`config.mk`:
```
export PLATFORM = sky130hd
export DESIGN_NAME = uart_rx_flat
export DESIGN_NICKNAME = d
export VERILOG_FILES = /design/src/rtl/uart_pkg.sv /design/src/rtl/uart_rx_if.sv /design/src/rtl/uart_sync2.sv /design/src/rtl/uart_rx.sv /design/src/flat_wrapper.sv
export SDC_FILE = /design/constraint.sdc
export NUM_CORES = 1
export LEC_CHECK = 0
export ABC_CLOCK_PERIOD_IN_PS = 4100
export CORE_MARGIN = 1
export CORE_UTILIZATION = 35
export CTS_CLUSTER_DIAMETER = 200
export DETAILED_ROUTE_END_ITERATION = 12
export SETUP_SLACK_MARGIN = 0.1
export SYNTH_ARGS = -nofsm -noshare
export SYNTH_HDL_FRONTEND = slang
export SYNTH_SLANG_ARGS = --single-unit
```
`constraint.sdc`:
```
create_clock -name sys_clk -period 4.1 [get_ports sys_clk]
set_input_delay 0.82 -clock sys_clk [delete_from_list [all_inputs] [get_ports sys_clk]]
set_output_delay 0.82 -clock sys_clk [all_outputs]
set_load 0.01 [all_outputs]
```
`src/rtl/uart_pkg.sv`:
```
// Shared types and defaults for the UART receiver.
// PARITY state only exists when UART_RX_PARITY_EN is defined.
package uart_pkg;

    localparam int DEF_OVERSAMPLE = 16;
    localparam int DEF_DATA_BITS  = 8;

    typedef enum logic [2:0] {
        IDLE,
        START,
        DATA,
`ifdef UART_RX_PARITY_EN
        PARITY,
`endif
        STOP
    } rx_state_t;

endpackage

```
`src/rtl/uart_rx_if.sv`:
```
// Receiver result bundle: data, strobes and status.
// parity_err only exists when UART_RX_PARITY_EN is defined.
interface uart_rx_if
    import uart_pkg::*;
#(
    parameter int DATA_BITS = DEF_DATA_BITS
);

    logic [DATA_BITS-1:0] rx_data;
    logic                 rx_valid;
    logic                 frame_err;
    logic                 busy;
`ifdef UART_RX_PARITY_EN
    logic                 parity_err;
`endif

    modport master (
        output rx_data,
        output rx_valid,
        output frame_err,
`ifdef UART_RX_PARITY_EN
        output parity_err,
`endif
        output busy
    );

    modport slave (
        input rx_data,
        input rx_valid,
        input frame_err,
`ifdef UART_RX_PARITY_EN
        input parity_err,
`endif
        input busy
    );

endinterface

```
`src/rtl/uart_sync2.sv`:
```
// Two-flop synchronizer; resets to 1 so an idle line looks idle.
module uart_sync2 (
    input  logic sys_clk,
    input  logic rst,
    input  logic d,
    output logic q
);

    logic meta;

    always_ff @(posedge sys_clk or negedge rst) begin
        if (!rst) begin
            meta <= 1'b1;
            q    <= 1'b1;
        end else begin
            meta <= d;
            q    <= meta;
        end
    end

endmodule

```
`src/rtl/uart_rx.sv`:
```
// Oversampling UART receiver, LSB first, mid-bit sampling.
// Define UART_RX_PARITY_EN for an even-parity bit and parity_err.
module uart_rx
    import uart_pkg::*;
#(
    parameter int DATA_BITS  = DEF_DATA_BITS,
    parameter int OVERSAMPLE = DEF_OVERSAMPLE
) (
    input  logic      sys_clk,
    input  logic      rst,
    input  logic      sample_tick,
    input  logic      rx,
    uart_rx_if.master rx_if
);

    localparam int CW = $clog2(OVERSAMPLE);
    localparam int BW = $clog2(DATA_BITS + 1);
    localparam logic [CW-1:0] MID  = CW'(OVERSAMPLE / 2 - 1);
    localparam logic [CW-1:0] LAST = CW'(OVERSAMPLE - 1);
    localparam logic [BW-1:0] NB_M1 = BW'(DATA_BITS - 1);

    rx_state_t            state, state_n;
    logic [CW-1:0]        cnt, cnt_n;
    logic [BW-1:0]        bitc, bitc_n;
    logic [DATA_BITS-1:0] shift, shift_n;
    logic [DATA_BITS-1:0] data, data_n;
    logic                 valid, valid_n;
    logic                 ferr, ferr_n;
    logic                 brk, brk_n;
    logic                 rx_s;
`ifdef UART_RX_PARITY_EN
    logic                 perr, perr_n;
    logic                 pbad, pbad_n;
`endif

    uart_sync2 u_sync (
        .sys_clk (sys_clk),
        .rst     (rst),
        .d       (rx),
        .q       (rx_s)
    );

    always_ff @(posedge sys_clk or negedge rst) begin
        if (!rst) begin
            state <= IDLE;
            cnt   <= '0;
            bitc  <= '0;
            shift <= '0;
            data  <= '0;
            valid <= 1'b0;
            ferr  <= 1'b0;
            brk   <= 1'b0;
`ifdef UART_RX_PARITY_EN
            perr  <= 1'b0;
            pbad  <= 1'b0;
`endif
        end else begin
            state <= state_n;
            cnt   <= cnt_n;
            bitc  <= bitc_n;
            shift <= shift_n;
            data  <= data_n;
            valid <= valid_n;
            ferr  <= ferr_n;
            brk   <= brk_n;
`ifdef UART_RX_PARITY_EN
            perr  <= perr_n;
            pbad  <= pbad_n;
`endif
        end
    end

    always_comb begin
        state_n = state;
        cnt_n   = cnt;
        bitc_n  = bitc;
        shift_n = shift;
        data_n  = data;
        valid_n = 1'b0;
        ferr_n  = 1'b0;
        brk_n   = brk & ~rx_s;
`ifdef UART_RX_PARITY_EN
        perr_n  = 1'b0;
        pbad_n  = pbad;
`endif
        if (sample_tick) begin
            unique case (state)
                // A line held low after a bad stop bit is a break, not a start.
                IDLE: begin
                    if (!rx_s && !brk) begin
                        state_n = START;
                        cnt_n   = '0;
                    end
                end
                START: begin
                    if (cnt == MID) begin
                        cnt_n   = '0;
                        bitc_n  = '0;
                        state_n = rx_s ? IDLE : DATA;
`ifdef UART_RX_PARITY_EN
                        pbad_n  = 1'b0;
`endif
                    end else begin
                        cnt_n = cnt + 1'b1;
                    end
                end
                DATA: begin
                    if (cnt == LAST) begin
                        cnt_n   = '0;
                        shift_n = {rx_s, shift[DATA_BITS-1:1]};
                        bitc_n  = bitc + 1'b1;
                        if (bitc == NB_M1) begin
`ifdef UART_RX_PARITY_EN
                            state_n = PARITY;
`else
                            state_n = STOP;
`endif
                        end
                    end else begin
                        cnt_n = cnt + 1'b1;
                    end
                end
`ifdef UART_RX_PARITY_EN
                PARITY: begin
                    if (cnt == LAST) begin
                        cnt_n   = '0;
                        state_n = STOP;
                        if ((^shift) != rx_s) begin
                            perr_n = 1'b1;
                            pbad_n = 1'b1;
                        end
                    end else begin
                        cnt_n = cnt + 1'b1;
                    end
                end
`endif
                STOP: begin
                    if (cnt == LAST) begin
                        cnt_n   = '0;
                        state_n = IDLE;
                        if (!rx_s) begin
                            ferr_n = 1'b1;
                            brk_n  = 1'b1;
`ifdef UART_RX_PARITY_EN
                        end else if (!pbad) begin
`else
                        end else begin
`endif
                            data_n  = shift;
                            valid_n = 1'b1;
                        end
                    end else begin
                        cnt_n = cnt + 1'b1;
                    end
                end
                default: state_n = IDLE;
            endcase
        end
    end

    assign rx_if.rx_data   = data;
    assign rx_if.rx_valid  = valid;
    assign rx_if.frame_err = ferr;
    assign rx_if.busy      = (state != IDLE);
`ifdef UART_RX_PARITY_EN
    assign rx_if.parity_err = perr;
`endif

endmodule

```
`src/flat_wrapper.sv`:
```
// flat-port wrapper written by rule: the top's interface ports become plain ports
module uart_rx_flat import uart_pkg::*;
#(
    parameter int DATA_BITS  = DEF_DATA_BITS,
    parameter int OVERSAMPLE = DEF_OVERSAMPLE
)
  (sys_clk, rst, sample_tick, rx, rx_if_rx_data, rx_if_rx_valid, rx_if_frame_err, rx_if_busy);
  uart_rx_if #(.DATA_BITS(DATA_BITS)) rx_if_i ();
  input  logic sys_clk;
  input  logic rst;
  input  logic sample_tick;
  input  logic rx;
  output wire logic [$bits(rx_if_i.rx_data)-1:0] rx_if_rx_data;
  output wire logic [$bits(rx_if_i.rx_valid)-1:0] rx_if_rx_valid;
  output wire logic [$bits(rx_if_i.frame_err)-1:0] rx_if_frame_err;
  output wire logic [$bits(rx_if_i.busy)-1:0] rx_if_busy;
  assign rx_if_rx_data = rx_if_i.rx_data;
  assign rx_if_rx_valid = rx_if_i.rx_valid;
  assign rx_if_frame_err = rx_if_i.frame_err;
  assign rx_if_busy = rx_if_i.busy;
  uart_rx #(.DATA_BITS(DATA_BITS), .OVERSAMPLE(OVERSAMPLE)) u_core (.sys_clk(sys_clk), .rst(rst), .sample_tick(sample_tick), .rx(rx), .rx_if(rx_if_i));
endmodule
```
---- Word level (Yosys, flattened, before mapping) ----
Cells that the tools add are included.
storage, ports and cells
  bits of input ports ..................... 4
  output and inout bits ................... 11
  flip-flop bits (word level) ............. 32
  logic and storage cells ................. 64
operators by class
  $add $sub $neg .......................... 2
  equal/unequal tests ..................... 11
  bitwise operators ....................... 2
  multiplexer cells ....................... 26
  reductions and logical operators ........ 13
operators with widths
  cell                                                 count
  two-way mux 4 bit                                    5
  two-way mux 3 bit                                    5
  two-way mux 1 bit                                    12
  one-hot mux 3 bit (4 select lines)                   1
  one-hot mux 4 bit (3 select lines)                   1
  != test 2 x 1 -> 1 bit, second input constant        5
  adder 4 x 1 -> 4 bit, second input constant          2
  equality test 4 x 3 -> 1 bit, second input constant  2
  one-hot mux 4 bit (2 select lines)                   1
  AND reduction 4 bit                                  2
  equality test 3 x 2 -> 1 bit, second input constant  2
  AND reduction 3 bit                                  2
  AND reduction 6 bit                                  1
  nonzero test 3 bit                                   2
  equality test 4 bit, second input constant           1
  equality test 3 x 1 -> 1 bit, second input constant  1
  logical NOT 3 bit                                    1
  logical NOT 1 bit                                    2
  two-way mux 2 bit                                    1
  nonzero test 2 bit                                   1
  OR reduction 2 bit                                   1
  AND 1 bit                                            1
  logical AND 1 bit                                    1
  NOT 1 bit                                            1

---- Logic depth before layout (Yosys ltp) ----
  depth in word-level cells ............... 6
  depth in mapped cells ................... 6
  depth with buffers taken out ............ 4

---- By module ----
From an unflattened synthesis, not the netlist that was laid out.
unflattened totals
  cells, all modules ...................... 109
  area total of the unflattened synthesis .. 1397.6 sq um
modules (own cells, without submodules)
  module      cells each  times used  seq. area each (sq um)  area an instance (sq um)
  uart_rx     107         1           725.7                   1345.0
  uart_sync2  2           1           52.6                    52.6

---- Worst setup path after synthesis ----
OpenSTA, ideal clock, no wires.
  path type ............................... input to register
  start ................................... in sample_tick
  end ..................................... reg u_core.data[5], in the netlist u_core.rx_if.rx_data[5]
  setup slack ............................. 2.349 ns
  library setup time ...................... 0.125 ns
  buffers on the path ..................... 1
  data required time ...................... 3.975 ns
  cell stages on the path ................. 4
  arrival time ............................ 1.626 ns
  path through ............................ and4_1 -> buf_6 -> nand4_4 -> mux2_4
between the ends
  cells in the longest elaborated chain, start to end .. 1
ends and longest elaborated chain
  item                                  RTL line            source
  start: declaration                    flat_wrapper.sv:11  input logic sample_tick;
  AND reduction 4 bit (no source line)  --
  end signal: assignment                uart_rx.sv:62       data <= data_n;
  end: declaration                      uart_rx.sv:26       logic [DATA_BITS-1:0] data, data_n;
No other way between the ends.
A chain may end at the register's enable or synchronous reset.

---- Worst setup path after layout ----
  start ................................... reg u_core.state[1]
  end ..................................... out rx_if_busy
between the ends
  cells in the longest elaborated chain, start to end .. 1
ends and longest elaborated chain
  item                      RTL line            source
  start: declaration        uart_rx.sv:22       rx_state_t state, state_n;
  start signal: assignment  uart_rx.sv:58       state <= state_n;
  nonzero test 3 bit        uart_rx.sv:164      assign rx_if.busy = (state != IDLE);
  end: declaration          flat_wrapper.sv:16  output wire logic [$bits(rx_if_i.busy)-1:0] rx_if_busy;
No other way between the ends.

==> flow_summary.ini <==
[cells_and_area]
final_nets = 137
drive_gt1_share_pct = 22.7
syn_to_final_growth_pct = 17.3
fillers = 358
seq_area_um2 = 778
antenna_cells = 0
multi_input_area_um2 = 599

[pwr]
p_sw_uw = 206
p_comb_share_pct = 14.1
power_density_mw_per_mm2 = 433
ir_drop_uv = 271
p_leak_uw = 0.000756
seqPwrFrac_pct = 53.3
p_sw_share_pct = 28.2
clock_power_share_pct = 32.5
intPower_uw = 526

[global_route]
grt_max_degree = 32
grt_overflow = 0
grt_pass1_vias = 921
grt_pass1_wl_um = 4460
grt_antenna_before_repair = 0
grt_usage_pct = 13.8

[place]
port_buffers = 14
place.gp.congestion = 0.850
place_ws_ns = 1.42
dp_hpwl_um = 1650

[clock_tree]
clk_pin_slew_ns = 0.06
cts_setup_buffers = 0
clkLatencyLatePin_ns = 0.27
cts_tree = done
htreeDepth = 2
clkSinkCount = 31
cts_buffers = 5
holdBufCountCts = 0
ctsRootBufferMaster = clkbuf_8
post_cts_resized = 0
clockBufferDepth = 2

[yosys]
synth_top_area_share_pct = 50.3
yosys_warnings = 0
synth_edf_count = 0
syn_area_mm2 = 0.00144
async_reset_ff_share_pct = 100
synth_nets = 123
synth_top_cell_by_area = dfrtp_1
synth_cells = 117
syn_area_per_cell_um2 = 12.3
synth_cell_types = 40
synthFlopType = dfrtp_1
yosys-top-cells-area = dfrtp_1 (50%), mux2_2 (11%), dfstp_2 (3.6%)
ys_ff_latch = 31
ys_seq_area_share_pct = 53.9

[critical_path]
reg2reg_from = u_core.cnt[0]$_DFFE_PN0P_
critical_path.max_fanout = 14
r2r-end = u_core.rx_if.rx_data[6]$_DFFE_PN0P_
crit_type = flip-flop to output pin
crit_path_end_kind = output pin
crit_required_ns = 3.28
ff2ff_path_depth = 4
start_kind = flip-flop
rrSetupSlack_ns = 2.24
cp.arrival_ns = 1.75

[drt]
vias = 924
initialDrtViolationCount = 22
drc = 0
via_per_inst = 5.13
drt-total-wl_um = 2420
first_pass_iters = 4
avgRoutedWirePerCell_um = 13.4
final_antenna_net_count = 0

[min_path]
min-delay-start = u_core.u_sync.meta$_DFF_PN1_
holdPathEnd = u_core.u_sync.q$_DFF_PN1_
hold_path_depth = 0
hold_class = flip-flop to flip-flop

[sta]
slew_headroom_pct = 70.2
period_share_pct = 62.8
rsz0062_at_grt = false
fmax_mhz = 389
drv_slew = 0
setup_viol = 0
finClkSkew_ns = 0.00742
max_slew.worst_pin.slew_ns = 0.446
setup_tns_ns = 0
final.setup.worst_slack_ns = 1.53
hold_viol = 0
period_needed_ns = 2.57

[floorplanning]
die_h_um = 66.2
core_mm2 = 0.00380
rows = 22
die_x_um = 66.2
dieArea_mm2 = 0.00438
io_pins = 15
initial_core_util_pct = 38.0

[run]
maxCapViolations = 0

[run_status]
outcome = finished clean
-- stage by stage --
stage / total power, µW / hold WS [ns] / cell area (µm²) / util (%) / cells
detailed placement: 500 / 0.349 / 1600 / 42.1 / 172
finish: 733 / 0.357 / 1690 / 44.5 / 180
CTS: 742 / 0.358 / 1690 / 44.5 / 180
floorplan: 476 / 0.345 / 1440 / - / 117
global placement: 496 / 0.347 / 1600 / 42.1 / 172
global route: 782 / 0.364 / 1690 / 44.5 / 180
-- cell type report --
class                           instances  share of cell area, %
Clock buffer                            7                   5.10
Inverter                                4                  0.888
Clock inverter                          1                  0.296
Tap cell                               48                   3.55
Sequential cell                        31                   46.0
Multi-Input combinational cell         74                   35.4
Timing Repair Buffer                   15                   8.73
-- cell usage in the layout, fill, tap and decap left out, types with 2 or more instances in the layout --
| master | instances |
|---|---|
| dfrtp_1 | 29 |
| mux2_2 | 14 |
| a211oi_1 | 2 |
| nor2_1 | 3 |
| inv_1 | 4 |
| clkbuf_8 | 6 |
| clkdlybuf4s50_1 | 14 |
| nand4b_1 | 3 |
| ha_1 | 2 |
| nand4_1 | 4 |
| o21a_1 | 2 |
| a21oi_1 | 3 |
| o21ai_0 | 6 |
| nand2_1 | 4 |
| o211ai_1 | 3 |
| a31oi_1 | 2 |
| nor3_1 | 2 |
| dfstp_2 | 2 |
| mux2_4 | 2 |
| nand3_1 | 2 |
| nor2b_1 | 3 |
-- logic make-up after synthesis --
kind of cell    share of synthesized area, %
mux                                     13.7
buf+inv                                 4.51
fa+ha+maj                               1.73
simple gates                            13.0
flops                                   53.9
xor+xnor                               0.607
compound gates                          12.5
-- sequential cells by signal (all words and copies together), names as in the netlist --
name,flops
u_core.shift,8
u_core.u_sync.q,1
u_core.rx_if.rx_data,8
u_core.rx_if.frame_err,1
u_core.brk,1
u_core.u_sync.meta,1
u_core.bitc,4
u_core.rx_if.rx_valid,1
u_core.state,2
u_core.cnt,4
-- power groups by stage --
| stage | Clock [µW] | Combinational [µW] | Sequential, µW |
|---|---|---|---|
| global placement | 0 | 102 | 393 |
| CTS | 247 | 105 | 390 |
| finish | 238 | 104 | 391 |
| detailed placement | 0 | 105 | 395 |
| floorplan | 0 | 111 | 365 |
| global route | 264 | 119 | 399 |
-- cells in the mapped netlist, drive strengths merged, types with 2 or more instances --
cell type and count:
inv 4, nor2b 3, o21ai 6, nand3 2
nand4b 3, o211ai 3, dfstp 2, nor2 4
dfrtp 29, o21a 2, nand2 4, mux2 16
a21oi 3, a211oi 2, buf 7, a31oi 2
nor3 2, ha 2, nand4 5
-- per-layer routing --
| layer | share of wire [%] | vias up | GRT usage (%) |
|---|---|---|---|
| met3 | 3.5 | 2 | 5.69 |
| met1 | 53 | 448 | 19.5 |
| li1 | - | 456 | - |
| met4 | 0.58 | 0 | 3.46 |
| met2 | 43 | 18 | 19.1 |
| met5 | 0 | - | 0 |
-- worst max path at each step --
stage / startpoint / end
global route: u_core.state[1]$_DFFE_PN0P_ / rx_if_busy
finish: u_core.state[1]$_DFFE_PN0P_ / rx_if_busy
detailed placement: sample_tick / u_core.rx_if.rx_data[6]$_DFFE_PN0P_
global placement: sample_tick / u_core.rx_if.rx_data[6]$_DFFE_PN0P_
CTS: u_core.state[1]$_DFFE_PN0P_ / rx_if_busy
floorplan: sample_tick / u_core.rx_if.rx_data[5]$_DFFE_PN0P_
-- critical path: stages, from the launching register on --
cell and delay, ns:
dfrtp_1 0.54, or2_2 0.44, clkdlybuf4s50_1 0.50
Note: power is estimated with default switching activity, not from simulation.
